File: config.mk
export PLATFORM = sky130hd
export DESIGN_NAME = chx_cbus_resp_flat
export DESIGN_NICKNAME = d
export VERILOG_FILES = /design/src/rtl/chx_pkg.sv /design/src/rtl/chx_cbus_resp_if.sv /design/src/rtl/chx_timeout.sv /design/src/rtl/chx_cbus_resp.sv /design/src/flat_wrapper.sv
export SDC_FILE = /design/constraint.sdc
export NUM_CORES = 1
export LEC_CHECK = 0
export ABC_AREA = 1
export CORE_UTILIZATION = 39
export DETAILED_ROUTE_END_ITERATION = 7
export PLACE_DENSITY = 0.81
export SLEW_MARGIN = 40
export SYNTH_ARGS = -nofsm -noshare
export SYNTH_HDL_FRONTEND = slang
export SYNTH_SLANG_ARGS = --single-unit
File: constraint.sdc
create_clock -name clk_chx_h -period 1.9 [get_ports clk_chx_h]
set_input_delay 0.285 -clock clk_chx_h [delete_from_list [all_inputs] [get_ports clk_chx_h]]
set_output_delay 0.285 -clock clk_chx_h [all_outputs]
set_load 0.02 [all_outputs]
File: src/rtl/chx_pkg.sv
// Shared types and defaults for the channel CBUS memory responder.
package chx_pkg;

  localparam int unsigned AdrWDefault  = 22;
  localparam int unsigned DataWDefault = 36;
  localparam int unsigned ChNumW       = 3;

  typedef logic [ChNumW-1:0] ch_num_t;

  typedef enum logic [2:0] {
    StIdle,
    StReq,
    StXfer,
    StDone,
    StErr,
    StHold
  } state_e;

endpackage

File: src/rtl/chx_cbus_resp_if.sv
// Channel-request and MB-port signals seen by the CBUS responder.
interface chx_cbus_resp_if import chx_pkg::*; #(
  parameter int unsigned ADR_W  = AdrWDefault,
  parameter int unsigned DATA_W = DataWDefault
) ();

  logic              ch_cbus_req_h;
  logic              ch_store_h;
  ch_num_t           ch_num_h;
  logic [ADR_W-1:0]  ch_adr_h;
  logic [DATA_W-1:0] ch_data_h;
  logic              chx_data_take_h;
  logic              chx_data_valid_h;
  logic [DATA_W-1:0] chx_data_h;
  logic              chx_cbus_ack_h;
  ch_num_t           chx_ack_num_h;
  logic              chx_err_h;
  logic              chx_busy_h;
  logic              mb_req_h;
  logic              mb_wr_h;
  logic [ADR_W-1:0]  mb_adr_h;
  logic [DATA_W-1:0] mb_wdata_h;
  logic              mb_ack_h;
  logic              mb_word_en_h;
  logic [DATA_W-1:0] mb_rdata_h;

  // Requester side: channel control plus the MB memory buffer.
  modport master (
    output ch_cbus_req_h, ch_store_h, ch_num_h, ch_adr_h, ch_data_h,
    output mb_ack_h, mb_word_en_h, mb_rdata_h,
    input  chx_data_take_h, chx_data_valid_h, chx_data_h, chx_cbus_ack_h,
    input  chx_ack_num_h, chx_err_h, chx_busy_h,
    input  mb_req_h, mb_wr_h, mb_adr_h, mb_wdata_h
  );

  modport slave (
    input  ch_cbus_req_h, ch_store_h, ch_num_h, ch_adr_h, ch_data_h,
    input  mb_ack_h, mb_word_en_h, mb_rdata_h,
    output chx_data_take_h, chx_data_valid_h, chx_data_h, chx_cbus_ack_h,
    output chx_ack_num_h, chx_err_h, chx_busy_h,
    output mb_req_h, mb_wr_h, mb_adr_h, mb_wdata_h
  );

endinterface

File: src/rtl/chx_timeout.sv
// Clear/count counter that flags the cycle in which it would reach TIMEOUT.
module chx_timeout #(
  parameter int unsigned TIMEOUT = 15
) (
  input  logic clk_i,
  input  logic rst_ni,
  input  logic clear_i,
  input  logic count_i,
  output logic expired_o
);

  localparam int unsigned CntW = $clog2(TIMEOUT + 1);

  logic [CntW-1:0] cnt_q;

  always_ff @(posedge clk_i or negedge rst_ni) begin
    if (!rst_ni) begin
      cnt_q <= '0;
    end else if (clear_i) begin
      cnt_q <= '0;
    end else if (count_i) begin
      cnt_q <= cnt_q + CntW'(1);
    end
  end

  assign expired_o = count_i && (cnt_q == CntW'(TIMEOUT - 1));

endmodule

File: src/rtl/chx_cbus_resp.sv
// Memory-side CBUS responder: one channel request at a time, quad-word burst to/from MB.
module chx_cbus_resp import chx_pkg::*; #(
  parameter int unsigned ADR_W         = AdrWDefault,
  parameter int unsigned DATA_W        = DataWDefault,
  parameter int unsigned WORDS_PER_REQ = 4,
  parameter int unsigned TIMEOUT       = 15
) (
  input logic           clk_chx_h,
  input logic           chx_reset_l,
  chx_cbus_resp_if.slave bus
);

  localparam int unsigned WcntW = $clog2(WORDS_PER_REQ) + 1;

  state_e            state_q;
  ch_num_t           num_q;
  ch_num_t           ack_num_q;
  logic [ADR_W-1:0]  adr_q;
  logic              store_q;
  logic [WcntW-1:0]  wcnt_q;
  logic              mb_req_q;
  logic              ack_q;
  logic              err_q;
  logic              valid_q;
  logic [DATA_W-1:0] rdata_q;

  logic       to_clear;
  logic       to_count;
  logic       to_expired;
  logic       xfer;
  logic       active;
  logic       word_last;
  logic [1:0] word_off;

  // The same counter times the ack wait and each inter-word gap.
  always_comb begin
    to_clear = 1'b1;
    to_count = 1'b0;
    case (state_q)
      StReq: begin
        if (!bus.mb_ack_h) begin
          to_clear = 1'b0;
          to_count = 1'b1;
        end
      end
      StXfer: begin
        if (!bus.mb_word_en_h) begin
          to_clear = 1'b0;
          to_count = 1'b1;
        end
      end
      default: ;
    endcase
  end

  chx_timeout #(
    .TIMEOUT (TIMEOUT)
  ) u_timeout (
    .clk_i     (clk_chx_h),
    .rst_ni    (chx_reset_l),
    .clear_i   (to_clear),
    .count_i   (to_count),
    .expired_o (to_expired)
  );

  assign word_last = (wcnt_q == WcntW'(WORDS_PER_REQ - 1));
  assign word_off  = 2'(wcnt_q);

  always_ff @(posedge clk_chx_h or negedge chx_reset_l) begin
    if (!chx_reset_l) begin
      state_q   <= StIdle;
      num_q     <= '0;
      ack_num_q <= '0;
      adr_q     <= '0;
      store_q   <= 1'b0;
      wcnt_q    <= '0;
      mb_req_q  <= 1'b0;
      ack_q     <= 1'b0;
      err_q     <= 1'b0;
      valid_q   <= 1'b0;
      rdata_q   <= '0;
    end else begin
      ack_q     <= 1'b0;
      err_q     <= 1'b0;
      ack_num_q <= '0;
      valid_q   <= 1'b0;
      case (state_q)
        StIdle: begin
          if (bus.ch_cbus_req_h) begin
            num_q    <= bus.ch_num_h;
            adr_q    <= bus.ch_adr_h;
            store_q  <= bus.ch_store_h;
            wcnt_q   <= '0;
            mb_req_q <= 1'b1;
            state_q  <= StReq;
          end
        end
        StReq: begin
          // A grant arriving in the expiry cycle still wins.
          if (bus.mb_ack_h) begin
            mb_req_q <= 1'b0;
            wcnt_q   <= '0;
            state_q  <= StXfer;
          end else if (to_expired) begin
            mb_req_q  <= 1'b0;
            ack_q     <= 1'b1;
            err_q     <= 1'b1;
            ack_num_q <= num_q;
            state_q   <= StErr;
          end
        end
        StXfer: begin
          if (bus.mb_word_en_h) begin
            wcnt_q <= wcnt_q + WcntW'(1);
            if (!store_q) begin
              rdata_q <= bus.mb_rdata_h;
              valid_q <= 1'b1;
            end
            if (word_last) begin
              ack_q     <= 1'b1;
              ack_num_q <= num_q;
              state_q   <= StDone;
            end
          end else if (to_expired) begin
            ack_q     <= 1'b1;
            err_q     <= 1'b1;
            ack_num_q <= num_q;
            state_q   <= StErr;
          end
        end
        StDone, StErr: state_q <= StHold;
        // Request is ignored here so a still-dropping request does not restart.
        StHold: state_q <= StIdle;
        default: state_q <= StIdle;
      endcase
    end
  end

  assign xfer   = (state_q == StXfer);
  assign active = (state_q == StReq) || xfer;

  assign bus.mb_req_h         = mb_req_q;
  assign bus.mb_wr_h          = active && store_q;
  assign bus.mb_adr_h         = active ? {adr_q[ADR_W-1:2], adr_q[1:0] + word_off} : '0;
  assign bus.mb_wdata_h       = (xfer && store_q) ? bus.ch_data_h : '0;
  assign bus.chx_data_take_h  = xfer && store_q && bus.mb_word_en_h;
  assign bus.chx_data_valid_h = valid_q;
  assign bus.chx_data_h       = rdata_q;
  assign bus.chx_cbus_ack_h   = ack_q;
  assign bus.chx_err_h        = err_q;
  assign bus.chx_ack_num_h    = ack_num_q;
  assign bus.chx_busy_h       = (state_q != StIdle);

endmodule

File: src/flat_wrapper.sv
// flat-port wrapper written by rule: the top's interface ports become plain ports
module chx_cbus_resp_flat import chx_pkg::*;
#(
  parameter int unsigned ADR_W         = AdrWDefault,
  parameter int unsigned DATA_W        = DataWDefault,
  parameter int unsigned WORDS_PER_REQ = 4,
  parameter int unsigned TIMEOUT       = 15
)
  (clk_chx_h, chx_reset_l, bus_ch_cbus_req_h, bus_ch_store_h, bus_ch_num_h, bus_ch_adr_h, bus_ch_data_h, bus_mb_ack_h, bus_mb_word_en_h, bus_mb_rdata_h, bus_chx_data_take_h, bus_chx_data_valid_h, bus_chx_data_h, bus_chx_cbus_ack_h, bus_chx_ack_num_h, bus_chx_err_h, bus_chx_busy_h, bus_mb_req_h, bus_mb_wr_h, bus_mb_adr_h, bus_mb_wdata_h);
  chx_cbus_resp_if #(.ADR_W(ADR_W), .DATA_W(DATA_W)) bus_i ();
  input logic clk_chx_h;
  input logic chx_reset_l;
  input wire logic [$bits(bus_i.ch_cbus_req_h)-1:0] bus_ch_cbus_req_h;
  input wire logic [$bits(bus_i.ch_store_h)-1:0] bus_ch_store_h;
  input wire logic [$bits(bus_i.ch_num_h)-1:0] bus_ch_num_h;
  input wire logic [$bits(bus_i.ch_adr_h)-1:0] bus_ch_adr_h;
  input wire logic [$bits(bus_i.ch_data_h)-1:0] bus_ch_data_h;
  input wire logic [$bits(bus_i.mb_ack_h)-1:0] bus_mb_ack_h;
  input wire logic [$bits(bus_i.mb_word_en_h)-1:0] bus_mb_word_en_h;
  input wire logic [$bits(bus_i.mb_rdata_h)-1:0] bus_mb_rdata_h;
  output wire logic [$bits(bus_i.chx_data_take_h)-1:0] bus_chx_data_take_h;
  output wire logic [$bits(bus_i.chx_data_valid_h)-1:0] bus_chx_data_valid_h;
  output wire logic [$bits(bus_i.chx_data_h)-1:0] bus_chx_data_h;
  output wire logic [$bits(bus_i.chx_cbus_ack_h)-1:0] bus_chx_cbus_ack_h;
  output wire logic [$bits(bus_i.chx_ack_num_h)-1:0] bus_chx_ack_num_h;
  output wire logic [$bits(bus_i.chx_err_h)-1:0] bus_chx_err_h;
  output wire logic [$bits(bus_i.chx_busy_h)-1:0] bus_chx_busy_h;
  output wire logic [$bits(bus_i.mb_req_h)-1:0] bus_mb_req_h;
  output wire logic [$bits(bus_i.mb_wr_h)-1:0] bus_mb_wr_h;
  output wire logic [$bits(bus_i.mb_adr_h)-1:0] bus_mb_adr_h;
  output wire logic [$bits(bus_i.mb_wdata_h)-1:0] bus_mb_wdata_h;
  assign bus_i.ch_cbus_req_h = bus_ch_cbus_req_h;
  assign bus_i.ch_store_h = bus_ch_store_h;
  assign bus_i.ch_num_h = bus_ch_num_h;
  assign bus_i.ch_adr_h = bus_ch_adr_h;
  assign bus_i.ch_data_h = bus_ch_data_h;
  assign bus_i.mb_ack_h = bus_mb_ack_h;
  assign bus_i.mb_word_en_h = bus_mb_word_en_h;
  assign bus_i.mb_rdata_h = bus_mb_rdata_h;
  assign bus_chx_data_take_h = bus_i.chx_data_take_h;
  assign bus_chx_data_valid_h = bus_i.chx_data_valid_h;
  assign bus_chx_data_h = bus_i.chx_data_h;
  assign bus_chx_cbus_ack_h = bus_i.chx_cbus_ack_h;
  assign bus_chx_ack_num_h = bus_i.chx_ack_num_h;
  assign bus_chx_err_h = bus_i.chx_err_h;
  assign bus_chx_busy_h = bus_i.chx_busy_h;
  assign bus_mb_req_h = bus_i.mb_req_h;
  assign bus_mb_wr_h = bus_i.mb_wr_h;
  assign bus_mb_adr_h = bus_i.mb_adr_h;
  assign bus_mb_wdata_h = bus_i.mb_wdata_h;
  chx_cbus_resp #(.ADR_W(ADR_W), .DATA_W(DATA_W), .WORDS_PER_REQ(WORDS_PER_REQ), .TIMEOUT(TIMEOUT)) u_core (.clk_chx_h(clk_chx_h), .chx_reset_l(chx_reset_l), .bus(bus_i));
endmodule
**Yosys cells after proc, flatten, opt, wreduce, memory -nomap -nowiden**

Index checks and enable logic that the tools add are counted.

- Equal/unequal tests: 11
- Bitwise gates (word level): 1
- Shifts and indexed selects: 0
- Add/subtract/negate cells: 3
- Order comparisons: 0
- Mux-type cells: 39
- Divide/modulo/power cells: 0
- Multiply operators: 0
- Reduce and logical (&&, ||, !) cells: 16

Operators with widths:

| kind | count |
|---|---|
| two-way mux 3 bit | 12 |
| two-way mux 36 bit | 1 |
| two-way mux 22 bit | 1 |
| two-way mux 1 bit | 15 |
| one-hot mux 3 bit (4 select lines) | 1 |
| one-hot mux 1 bit (2 select lines) | 5 |
| == test 3 x 2 -> 1 bit, second input constant | 3 |
| one-hot mux 3 bit (3 select lines) | 1 |
| two-way mux 4 bit | 2 |
| != test 2 bit, second input constant | 3 |
| one-hot mux 3 bit (2 select lines) | 1 |
| AND reduction 3 bit | 2 |
| nonzero test 3 bit | 2 |
| adder 4 x 1 -> 4 bit, second input constant | 1 |
| == test 4 bit, second input constant | 1 |
| logical AND 1 bit | 4 |
| AND reduction 2 bit | 2 |
| AND reduction 4 bit | 1 |
| nonzero test 2 bit | 2 |
| adder 3 x 1 -> 3 bit, second input constant | 1 |
| == test 3 x 1 -> 1 bit, second input constant | 1 |
| == test 3 bit, second input constant | 1 |
| zero test 3 bit | 1 |
| != test 3 x 2 -> 1 bit, second input constant | 1 |
| 5 further kinds | 5 |

- Latch bits: 0
- Memory bits (writable): 0
- Bits of input ports: 103
- Word-level logic and storage cells: 82
- Memories kept: 0
- Output and inout port bits: 104
- Register bits after elaboration: 79
- Bits in read-only memories: 0

**Logic depth before layout (Yosys ltp)**

- Depth after elaboration: 6
- Mapped depth: 8
- Gate-level depth less buffers: 8

**Hierarchy**

A second synthesis with hierarchy kept.

- Cell total of the unflattened synthesis: 474
- Area total of the unflattened synthesis: 3677.3 um^2

Modules (own cells, without submodules):

| module | times used | sequential area each (um^2) | area an instance (um^2) | cells an instance |
|---|---|---|---|---|
| chx_cbus_resp | 1 | 1876.8 | 3455.8 | 447 |
| chx_timeout | 1 | 100.1 | 221.5 | 27 |

**Least setup slack after synthesis**

Ideal clock, no wire load.

- Path kind: register to output
- Start point: register u_core.state_q[2]
- End point: output port bus_mb_wdata_h[10]
- Stages on the path, launching flop included: 7
- Data required time: 1.615 ns
- Path slack: 0.257 ns
- Arrival: 1.358 ns
- Buffers on the path: 1
- Cells stage by stage: dfrtp_1 > inv_2 > nand2_1 > nor2_4 > nand2_2 > buf_2 > nor2_1

- Cells in the longest elaborated chain, start to end: 3

Ends and longest elaborated chain:

| what | RTL line | RTL |
|---|---|---|
| from (decl) | chx_cbus_resp.sv:15 | `state_e state_q;` |
| from (signal assigned) | chx_cbus_resp.sv:71 | `state_q <= StIdle;` |
| from (signal assigned) | chx_cbus_resp.sv:95 | `state_q <= StReq;` |
| from (signal assigned) | chx_cbus_resp.sv:103 | `state_q <= StXfer;` |
| == test 3 x 2 -> 1 bit | chx_cbus_resp.sv:139 | `assign xfer = (state_q == StXfer);` |
| logical AND 1 bit | chx_cbus_resp.sv:145 | `assign bus.mb_wdata_h = (xfer && store_q) ? bus.ch_data_h : '0;` |
| two-way mux 36 bit | chx_cbus_resp.sv:145 |  |
| to (decl) | flat_wrapper.sv:31 | `output wire logic [$bits(bus_i.mb_wdata_h)-1:0] bus_mb_wdata_h;` |

No other way between the ends.

**Final worst setup path**

- Start point: register u_core.state_q[1]
- End point: output port bus_mb_adr_h[11]

- Cells in the longest elaborated chain, start to end: 3
- Elaborated cells between the ends (all ways): 4
- Classes of those cells: 2 x eq/ne; 1 x mux; 1 x reduce/logical

Ends and longest elaborated chain:

| what | RTL line | RTL |
|---|---|---|
| == test 3 x 1 -> 1 bit / == test 3 x 2 -> 1 bit (equally long branches) | chx_cbus_resp.sv:140, chx_cbus_resp.sv:139 |  |
| logical OR 1 bit (*) | chx_cbus_resp.sv:140 | `assign active = (state_q == StReq) \|\| xfer;` |
| two-way mux 22 bit (*) | chx_cbus_resp.sv:144 | `assign bus.mb_adr_h = active ? {adr_q[ADR_W-1:2], adr_q[1:0] + word_off} : '0;` |
| to (decl) | flat_wrapper.sv:30 | `output wire logic [$bits(bus_i.mb_adr_h)-1:0] bus_mb_adr_h;` |

Mark *: on every way between the ends. The rest lies on a longest branch, timed or not.

==> impl_metrics.toml <==
[worst_setup_path]
worst-path-max-fanout = 7
timing.setup.critical_path_class = "flip-flop to output pin"
r2r-end = "u_core.adr_q[20]"
cp.arrival_ns = 1.59
r2r-start = "u_core.state_q[0]"
r2r_cells = 10
cp_data_required_time_ns = 1.62
r2r_slack_ns = 0.13
critPathLaunchType = "flip-flop"
end_kind = "output pin"

[clocking]
numCtsBuffers = 9
clk_latency_ns = 0.35
cts_buffer_depth = 2
ctsRootBufferMaster = "clkbuf_8"
cts_sinks = 79
htree_levels = 3
tritoncts = "yes"
clk_pin_slew_worst_paths_ns = 0.09

[placed_design]
pre_cts_ws_ns = -0.228
port_buffers = 206
hpwl_um = 8120
dp_cells = 807
routabilityCongestion = 0.983
place_area_um2 = 6020

[route]
finalWirelength_um = 10900
initialDrtViolationCount = 113
first_pass_iters = 4
ant_nets = 0
routedWlPerCell_um = 13.1
via_count = 3700
routed_via_density = 4.46
drc = 0

[final_layout]
antenna_cells = 0
nets = 804
fin_area_um2 = 6280
drive_gt1_frac = 0.218
n_fill_cell = 767
final_cell_count_no_fill = 830
utilization = 0.676
synthToLayoutAreaGrowth_pct = 67.9

[sta]
hold_violations = 0
setup_ws_ns = 0.0288
finalCritPeriodShare = 0.985
rsz0062_at_grt = "true"
fin_setup_tns_ns = 0
drv_slew = 0
tightest_slew_ns = 0.393
period_minus_slack_ns = 1.87
relSlewSlack = 0.738
fin_skew_ns = 0.0130
setup-violations-final = 0
max_freq_mhz = 534

[logic_synthesis]
syn_area_per_cell_um2 = 7.96
synth_compound_area_frac = 0.0619
synth_mux_area_frac = 0
synth.most_common_cell = "nand2_1"
synth_seq_cells = 79
synth.largest_area_cell = "dfrtp_1"
netlist_area_um2 = 3740
yosys.area.top_type_share = 0.529
ys_warn_count = 0
ys_seq_area_frac = 0.529
synth_top_family_by_area = "simple AND/OR/NAND/NOR gates"
synthSimpleGateAreaFrac = 0.273
synth-xor-area-share = 0.00703
synth.top_cells.by_count = "nand2_1 (138), nor2_1 (93), dfrtp_1 (79)"
ys.flop_type = "dfrtp_1"
syn_inst = 470
synthArstFlopShare = 1.00
syn_nets = 578
synth_cell_types = 24
synthTopCellsByArea = "dfrtp_1 (53%), nand2_1 (14%), nor2_1 (9.3%), inv_1 (7.7%), a21oi_2 (3.3%)"
synth_enable_flop_cells = 0
synth-adder-area-share = 0.0167

[global_route]
gr-total-overflow = 0
antenna_found_initial = 0
grt_pass1_wl_um = 16700
track_usage = 0.213
grt_pass1_vias = 3598
grt_max_degree = 51

[die]
die_h_um = 99.9
dieArea_um2 = 9990
num_io_pins = 207
fp-row-count = 35
coreArea_um2 = 9280
die_x_um = 99.9
start_util = 0.403

[worst_hold_path]
hp-class = "input pin to async pin"

[job]
cap_viol_max_count = 0

[power]
power.density_nw_per_um2 = 1480
leakagePower_nw = 3.31
ir_drop_uv = 1540

[status]
status = "completed"
## cell usage in the layout (no fill, tap or decap), types with 4 or more instances in the layout
cell type and count:
nand2_1 137, a21oi_2 15, nor2_4 4, nor2_2 21
ha_1 5, clkdlybuf4s50_1 144, inv_1 77, a21oi_1 10
buf_4 36, dfrtp_1 77, buf_2 25, clkbuf_8 9
buf_6 16, nand3_1 13, nor2_1 71
## registers in the layout, summed over array words and instances, names as in the netlist
signal and flops:
u_core.adr_q 22, u_core.bus.chx_ack_num_h 3, u_core.bus.chx_cbus_ack_h 1, u_core.bus.chx_data_h 36, u_core.bus.chx_data_valid_h 1, u_core.bus.chx_err_h 1
u_core.bus.mb_req_h 1, u_core.num_q 3, u_core.state_q 3, u_core.store_q 1, u_core.u_timeout.cnt_q 4, u_core.wcnt_q 3
## worst max-delay path by stage
| stage | startpoint | endpoint | slack (ns) | depth (start not counted) |
|---|---|---|---|---|
| 5_1_grt | u_core.state_q[1] | bus_mb_adr_h[8] | -0.05 | 5 |
| 4_1_cts | u_core.state_q[0] | bus_mb_wdata_h[2] | 0.003 | 6 |
| 2_1_floorplan | u_core.state_q[2] | bus_mb_wdata_h[10] | 0.26 | 6 |
| 3_3_place_gp | u_core.state_q[1] | bus_mb_adr_h[20] | -0.12 | 5 |
| 3_5_place_dp | u_core.state_q[1] | bus_mb_adr_h[21] | -0.23 | 5 |
| 6_report | u_core.state_q[1] | bus_mb_adr_h[11] | 0.03 | 5 |
## layout make-up
type,count,area [um2],area share
Multi-Input combinational cell,295,1430,0.228
Timing Repair Buffer,231,2170,0.345
Sequential cell,79,1980,0.315
Inverter,80,303,0.0482
Clock inverter,7,113,0.0179
Tap cell,129,161,0.0257
Clock buffer,9,124,0.0197
## critical path: stages (launching register included)
cell and delay [ns]:
dfrtp_2 0.46, a21oi_2 0.23, nand2_4 0.12, clkbuf_16 0.17, nor2_1 0.08, buf_2 0.17
## kinds of logic (layout without fill, tap and decap cells)
logic type | count (synthesis) | after routing
compound gates | 33 | 33
xor+xnor | 3 | 3
fa+ha+maj | 5 | 5
buf+inv | 96 | 327
flops | 79 | 79
simple gates | 254 | 254
## routing by layer
| layer | wire, um | part of all wire | GRT usage |
|---|---|---|---|
| met2 | 5390 | 0.50 | 0.362 |
| met3 | 605 | 0.056 | 0.0355 |
| met4 | 235 | 0.022 | 0.0814 |
| met1 | 4650 | 0.43 | 0.274 |
| met5 | 0 | 0 | 0 |
## where the power goes
| group | total [mW] | switching [mW] | leakage (nW) | internal [mW] |
|---|---|---|---|---|
| combinational | 5.16 | 2.94 | 2.22 | 2.22 |
| sequential | 2.70 | 0.348 | 0.977 | 2.36 |
| clock | 1.44 | 0.668 | 0.115 | 0.769 |
| total | 9.30 | 3.95 | 3.31 | 5.35 |
## through the flow
stage | hold slack [ns] | power, mW
after floorplan | -0.0106 | 5.40
after global placement | 0.237 | 7.79
after detailed placement | 0.238 | 7.93
after CTS | 0.416 | 9.05
after global routing | 0.430 | 9.90
final | 0.413 | 9.30
## timing repair
action / in CTS / in global routing
resized for setup: 266 / 57
hold buffers: 1 / 0
cloned: 0 / 3
pin swaps: 0 / 2
setup buffers: 1 / 2
hold endpoints to repair: 29 / 0
endpoints found under the setup margin: 61 / 61
Power figures use the tool's default switching activity.
